[config.mk]
export PLATFORM = sky130hd
export DESIGN_NAME = div_unit
export DESIGN_NICKNAME = d
export VERILOG_FILES = /design/src/rtl/div_unit.sv
export SDC_FILE = /design/constraint.sdc
export NUM_CORES = 1
export LEC_CHECK = 0
export CELL_PAD_IN_SITES_DETAIL_PLACEMENT = 0
export CELL_PAD_IN_SITES_GLOBAL_PLACEMENT = 1
export CORE_ASPECT_RATIO = 0.8
export CORE_MARGIN = 8
export CORE_UTILIZATION = 25
export DETAILED_ROUTE_END_ITERATION = 7
export MAX_ROUTING_LAYER = met4
export PLACE_DENSITY_LB_ADDON = 0.1
export SLEW_MARGIN = 10
export SYNTH_ARGS = -nofsm -noshare
export SYNTH_HDL_FRONTEND = slang
export SYNTH_SLANG_ARGS = --single-unit
[constraint.sdc]
create_clock -name clk -period 4.2 [get_ports clk]
set_clock_uncertainty 0.1 [all_clocks]
set_input_delay 1.26 -clock clk [delete_from_list [all_inputs] [get_ports clk]]
set_output_delay 1.26 -clock clk [all_outputs]
set_load 0.05 [all_outputs]
[src/rtl/div_unit.sv]
// Sequential signed divider: restoring division on magnitudes, one quotient
// bit per cycle, sign fix-up in a final cycle. Remainder -> hi, quotient -> lo.
module div_unit #(
    parameter int WIDTH = 32
) (
    input  logic             clk,
    input  logic             reset,
    input  logic             start,
    input  logic [WIDTH-1:0] dividend,
    input  logic [WIDTH-1:0] divisor,
    output logic             busy,
    output logic             done,
    output logic             div_zero,
    output logic [WIDTH-1:0] hi_out,
    output logic [WIDTH-1:0] lo_out
);

    localparam int CW = $clog2(WIDTH + 1);

    typedef enum logic [1:0] {
        IDLE,
        RUN,
        FIX
    } state_t;

    state_t           state;
    logic [WIDTH-1:0] dvs;
    logic [WIDTH-1:0] rem;
    logic [WIDTH-1:0] quo;
    logic [CW-1:0]    cnt;
    logic             sign_q;
    logic             sign_r;

    logic [WIDTH:0]   rem_sh;
    logic [WIDTH:0]   trial;
    logic [WIDTH-1:0] a_mag;
    logic [WIDTH-1:0] b_mag;

    // -2^(W-1) negates to itself, which is already the right unsigned magnitude
    always_comb begin
        a_mag  = dividend[WIDTH-1] ? -dividend : dividend;
        b_mag  = divisor[WIDTH-1] ? -divisor : divisor;
        rem_sh = {rem, quo[WIDTH-1]};
        trial  = rem_sh - {1'b0, dvs};
    end

    always_ff @(posedge clk or negedge reset) begin
        if (!reset) begin
            state    <= IDLE;
            busy     <= 1'b0;
            done     <= 1'b0;
            div_zero <= 1'b0;
            hi_out   <= '0;
            lo_out   <= '0;
            dvs      <= '0;
            rem      <= '0;
            quo      <= '0;
            cnt      <= '0;
            sign_q   <= 1'b0;
            sign_r   <= 1'b0;
        end else begin
            done     <= 1'b0;
            div_zero <= 1'b0;
            unique case (state)
                IDLE: begin
                    if (start) begin
                        if (divisor == '0) begin
                            done     <= 1'b1;
                            div_zero <= 1'b1;
                        end else begin
                            quo    <= a_mag;
                            dvs    <= b_mag;
                            rem    <= '0;
                            sign_q <= dividend[WIDTH-1] ^ divisor[WIDTH-1];
                            sign_r <= dividend[WIDTH-1];
                            cnt    <= CW'(WIDTH);
                            busy   <= 1'b1;
                            state  <= RUN;
                        end
                    end
                end
                RUN: begin
                    if (!trial[WIDTH]) begin
                        rem <= trial[WIDTH-1:0];
                        quo <= {quo[WIDTH-2:0], 1'b1};
                    end else begin
                        rem <= rem_sh[WIDTH-1:0];
                        quo <= {quo[WIDTH-2:0], 1'b0};
                    end
                    cnt <= cnt - 1'b1;
                    if (cnt == CW'(1)) state <= FIX;
                end
                FIX: begin
                    lo_out <= sign_q ? -quo : quo;
                    hi_out <= sign_r ? -rem : rem;
                    done   <= 1'b1;
                    busy   <= 1'b0;
                    state  <= IDLE;
                end
                default: state <= IDLE;
            endcase
        end
    end

endmodule

==> results of run 1 <==
worst paths after layout:
check                                              to  slack [ps]  depth (start not counted)
worst max-delay path              quo[28]$_DFFE_PN0P_         120                          9
worst min-delay path            hi_out[4]$_DFFE_PN0P_         380                          2
worst min register to register  hi_out[4]$_DFFE_PN0P_         380                          2
max in group asynchronous       hi_out[2]$_DFFE_PN0P_        2360                          2
worst max register to register     rem[8]$_DFFE_PN0P_         560                         11
min in group asynchronous       lo_out[4]$_DFFE_PN0P_         720                          1
worst max-delay path, delay by kind of cell:
| family | cells | cell delay [ps] |
|---|---|---|
| xor gates and xnor gates | 1 | 180 |
| and+or+nand+nor | 5 | 1870 |
| AOI/OAI and AO/OA | 2 | 580 |
| buffers and inverters | 1 | 420 |
metal layers:
metal	GRT usage (%)	vias up
li1	-	4801
met5	-	-
met4	3.155	0
met3	2.707	19
met1	21.78	4371
met2	18.55	158
cell families (layout without fill, tap and decap cells):
group | count (synthesis) | count (layout)
flip-flops | 173 | 173
XOR/XNOR | 148 | 148
buffers and inverters | 120 | 301
other | 0 | 1
AO/OA/AOI/OAI | 352 | 352
AND/OR/NAND/NOR | 389 | 389
multiplexers | 31 | 31
adder cells (fa/ha/maj) | 39 | 39
where the power goes:
| part | switching, mW | leakage [nW] | internal [mW] |
|---|---|---|---|
| clock network | 0.743 | 0.284 | 0.887 |
| logic | 0.124 | 3.55 | 0.121 |
| registers | 0 | 2.15 | 1.66 |
| total | 0.866 | 5.99 | 2.67 |
cells in the final DEF, fill, tap and decap left out, types with 16 or more instances in the layout:
master,n
clkdlybuf4s50_1,132
nand3_1,25
nand2_1,167
ha_1,38
o41ai_1,16
buf_4,73
xor2_1,97
nor2_1,81
dfrtp_1,173
a221o_1,29
o21ai_0,156
xnor2_1,50
nand2b_1,17
mux2i_1,30
inv_1,52
a21oi_1,49
o31ai_1,32
clkbuf_16,17
sequential cells by signal, summed over array words and instances, names as in the netlist, 2 cells and up:
signal / flops
lo_out: 32
cnt: 6
state: 2
quo: 32
hi_out: 32
dvs: 32
rem: 32
through the flow:
stage	util [%]	power, mW
2_1_floorplan	-	1.776
3_3_place_gp	30.81	1.951
3_5_place_dp	30.81	1.950
4_1_cts	32.15	3.626
5_1_grt	32.18	3.707
6_report	32.18	3.540
what timing repair did:
item,CTS,global route
endpoints found under the setup margin,0,77
resized for setup,0,3
endpoints found under the hold margin,0,0
setup buffers,0,0
cells in the mapped netlist, drive strengths merged (17+ instances only):
cell / count / share of area (%)
dfrtp: 173 / 39
nand2: 168 / 5.7
nand2b: 18 / 1.0
xnor2: 50 / 4.0
o41ai: 17 / 1.4
inv: 52 / 1.8
nor2: 81 / 2.8
a21oi: 49 / 2.2
o31ai: 33 / 2.4
o21ai: 165 / 7.5
xor2: 98 / 7.8
or3: 19 / 1.2
clkbuf: 42 / 1.4
mux2i: 30 / 2.7
or4: 18 / 1.4
a221o: 29 / 2.6
nand3: 25 / 1.1
ha: 38 / 4.3
buf: 26 / 1.4
cell type report:
class,count,area (um^2)
sequential,173,4329
antenna,1,2.502
fill,4656,29860
clock inverter,15,163.9
timing repair buffer,217,2092
clock buffer,17,425.4
multi-input combinational,959,6248
tap,568,710.7
inverter,52,195.2
==> results.md, run 1 <==
* Pwr/cell area at 249.9 nW/um^2
* Simple-gate share of the synthesized area at 16.78%
* CP max FO at 5
* Detailed Route WL at 34820 um
* CTS max path bufs at 2
* Core ar. at 44030 um^2
* CTS H-tree lvls at 4
* Num CTS Buffers at 17
* Largest net degree at the start of global routing at 131
* Clk Latency, worst-skew pair at 450 ps
* Avg Vias per Cell at 4.670
* Count of unique library cells instantiated by Yosys at 64
* Max cap viols at 0
* I/O pins at 134
* Drt pass-1 iters at 5
* Final Max Tran Viols at 0
* Port buffer count at 133
* Mux contribution to synthesized area at 2.818%
* CTS Hold Buffers Added at 0
* Worst-path cell chain: clkdlybuf4s50_1, or4_4, or3_1, or3_1, or4_4, o41ai_2, xor2_1, nor2_1, a221o_1
* Minimum clock period at 4077 ps
* Endpoint type of the worst setup path: flop
* XOR/XNOR Fraction of Synth Area at 11.79%
* Crit share post-route at 97.07%
* Worst endpoint data arrival time at 4320 ps
* Synth Register Bits at 173
* Ys Warns at 0
* Async set or reset register ratio after synthesis at 100.0%
* Total die area at 51250 um^2
* Initial Util at 25.11%
* Nets at 1526
* Vias in the first global route at 9351
* Post-Layout Cell Count at 2002
* Slew headroom at 40.20%
* Gr ovfl total at 0
* FMAX at 245.3 MHz
* Req. time, crit path at 4440 ps
* Compound-Gate Fraction of Synth Area at 20.34%
* Avg Cell Area, Syn at 8.830 um^2
* TritonCTS clock tree: built
* WL/cell at 17.39 um
* Root buffer cell: clkbuf_16
* Max layer used: met4
* Critical R2R Launch: rem[17]$_DFFE_PN0P_
* Routed via count at 9349
* Crit path launch: dividend[12]
* DR iter-0 viols at 532
* Fin. Hold Viols at 0
* Pleak at 5.990 nW
* Crit-path slowest cell: or4_4
* Status: completed
* HP Class: reg2reg
* Drt drc at 0
* Final setup violation count at 0
* Die W at 251.1 um
* Synth Cell Area at 11060 um^2
* Largest family of logic cells by synthesized area: compound AO/OA/AOI/OAI gates
* Clk pin slew, worst setup/hold paths at 70 ps
* Startpoint Class: input pin
* M1 WL at 19680 um
* Cell area after placement at 13570 um^2
* Met3 routed wirelength at 1199 um
* Placed cell count at 1969
* Final worst slack at 123.1 ps
* Peak VDD IR at 270.3 uV
* WHS at 376.8 ps
* Metal2 WL at 13540 um
* Synth Area in Adders at 4.482%
* First-pass GRT wire length at 55690 um
* Die H at 204.1 um
* Area growth, synth to finish at 28.15%
* Main synth FF type: dfrtp_1
* Hold path start: hi_out[4]$_DFFE_PN0P_
* RSZ-0062 raised after global routing: false
* Initial antenna violation count at 1
* All-Layer GR Usage at 14.16%
* Final Instance Area at 14170 um^2
* Clk sinks at 173
* Layout cell share with drive strength beyond 1 at 9.630%
* Dpl ws at -416.7 ps
* Register area share after synthesis at 39.16%
* Crit path kind: in2reg
* Slew @ Worst Pin at 897.0 ps
* Syn nets at 1358
* Antenna-violating nets left at 0
* Post-synth EDFFs at 0
* Row count at 69
* Synth Instances at 1252
* TNS Setup at 0 ps
* Routability Congestion at 0.8211
* CP max stage delay at 550 ps
* DP HPWL at 27030 um
Note: power is estimated with default switching activity, not from simulation.
==> run 2: changes to the inputs <==
CORE_UTILIZATION = 43   (was 25)
==> results.md, run 2 (synthesized netlist as in run 1, its figures left out) <==
* Slew @ Worst Pin at 1160 ps (+263.4 ps)
* Slew headroom at 22.48% (-18 points)
* Final Max Tran Viols at 0 (unchanged)
* Total die area at 31130 um^2 (-39%)
* Initial Util at 43.68% (+19 points)
* Status: completed
* Pwr/cell area at 251.2 nW/um^2 (+0.54%)
* Req. time, crit path at 4410 ps (-30 ps)
* All-Layer GR Usage at 19.69% (+5.5 points)
* Clk Latency, worst-skew pair at 430 ps (-20 ps)
* Die W at 195.3 um (-22%)
* Core ar. at 25310 um^2 (-43%)
* I/O pins at 134 (unchanged)
* Layout cell share with drive strength beyond 1 at 8.879% (-0.75 points)
* CTS max path bufs at 2 (unchanged)
* CP max FO at 5 (unchanged)
* Final setup violation count at 0 (unchanged)
* Pleak at 5.918 nW (-1.2%)
* FMAX at 244.2 MHz (-0.45%)
* Drt drc at 0 (unchanged)
* TNS Setup at 0 ps (unchanged)
* Crit path kind: in2reg
* WHS at 377.9 ps (+1.033 ps)
* Row count at 52 (-25%)
* TritonCTS clock tree: built
* Cell area after placement at 13080 um^2 (-3.6%)
* Area growth, synth to finish at 24.50%
* Avg Vias per Cell at 5.404 (+16%)
* Power consumption at 3.458 mW (-2.3%)
* Drt pass-1 iters at 5 (unchanged)
* WL/cell at 17.53 um (+0.78%)
* Leading cell type in the layout, fill and taps excluded: dfrtp_1
* Die H at 159.4 um (-22%)
* Root buffer cell: clkbuf_16
* Largest net degree at the start of global routing at 90 (-31%)
* Nets at 1512 (-0.92%)
* Endpoint type of the worst setup path: flop
* First-pass GRT wire length at 48780 um (-12%)
* Post-layout util at 54.38% (+22 points)
* CTS H-tree lvls at 4 (unchanged)
* Worst endpoint data arrival time at 4310 ps (about the same)
* Startpoint Class: input pin
* Diode count at 0 (-1)
* Port buffer count at 133 (unchanged)
* Final Instance Area at 13760 um^2 (-2.8%)
* Peak VDD IR at 229.1 uV (-15%)
* Flop-to-flop setup slack at 430 ps (-130 ps)
* DR iter-0 viols at 708 (+33%)
* Max cap viols at 0 (unchanged)
* Routed via count at 9419 (+0.75%)
* Detailed Route WL at 30560 um (-12%)
* Routability Congestion at 0.8871 (+8.0%)
* Clk pin slew, worst setup/hold paths at 70 ps (about the same)
* DP HPWL at 22620 um (-16%)
* Vias in the first global route at 8966 (-4.1%)
* Minimum clock period at 4095 ps (+18.54 ps)
* HP Class: reg2reg
* Num CTS Buffers at 17 (unchanged)
* Initial antenna violation count at 0 (-1)
* Fin. Hold Viols at 0 (unchanged)
* Crit share post-route at 97.51% (+0.44 points)
* Antenna-violating nets left at 0 (unchanged)
* Gr ovfl total at 0 (unchanged)
* Most frequent cells in the layout: dfrtp_1 (173), nand2_1 (167), o21ai_0 (156)
* RSZ-0062 raised after global routing: false
* Clk sinks at 173 (unchanged)
-- run 2: what timing repair did --
item	CTS	global route
gates resized for setup	0	6
buffers inserted	0	2
setup endpoints to repair	0	13
hold buffers	0	0
-- run 2: metrics by stage --
stage | cells | worst slack (ps)
2_1_floorplan | 1252 | 249.7
3_3_place_gp | 1706 | -310.3
3_5_place_dp | 1706 | -331.6
4_1_cts | 1738 | 126.5
5_1_grt | 1743 | 11.91
6_report | 1743 | 104.6
-- run 2: final cells by class --
cell class	count	area [um^2]
Multi-Input combinational cell	959	6257
Sequential cell	173	4329
Fill cell	2383	11540
Clock buffer	18	439.2
Inverter	52	195.2
Timing Repair Buffer	203	2006
Tap cell	324	405.4
Clock inverter	14	132.6
-- run 2: path summary, 6_finish.rpt --
path	start	to	depth (start not counted)
setup reg to reg	dvs[0]$_DFFE_PN0P_	rem[30]$_DFFE_PN0P_	11
max in group asynchronous	reset	hi_out[16]$_DFFE_PN0P_	2
hold reg to reg	lo_out[25]$_DFFE_PN0P_	lo_out[25]$_DFFE_PN0P_	2
min in group asynchronous	reset	lo_out[10]$_DFFE_PN0P_	1
hold / removal	lo_out[25]$_DFFE_PN0P_	lo_out[25]$_DFFE_PN0P_	2
setup / recovery	dividend[12]	quo[28]$_DFFE_PN0P_	9
-- run 2: where the power goes --
group          internal (mW)  total (mW)  switching [mW]
Clock                  0.844        1.56           0.714
Combinational          0.116       0.235           0.118
Sequential              1.67        1.67               0
Total                   2.62        3.46           0.833
-- run 2: critical path, cell delays in order --
cell and delay, ps:
clkdlybuf4s50_1 420, or4_4 540, or3_1 350, or3_1 370, or4_4 540, o41ai_2 330
xor2_1 180, nor2_1 50, a221o_1 260
-- run 2: metal layers --
layer	routed length, um	vias up	GRT usage (%)
li1	-	4756	-
met1	16720	4414	30.48
met2	11950	237	25.79
met3	1701	12	4.014
met4	190	0	3.509
met5	0	-	-
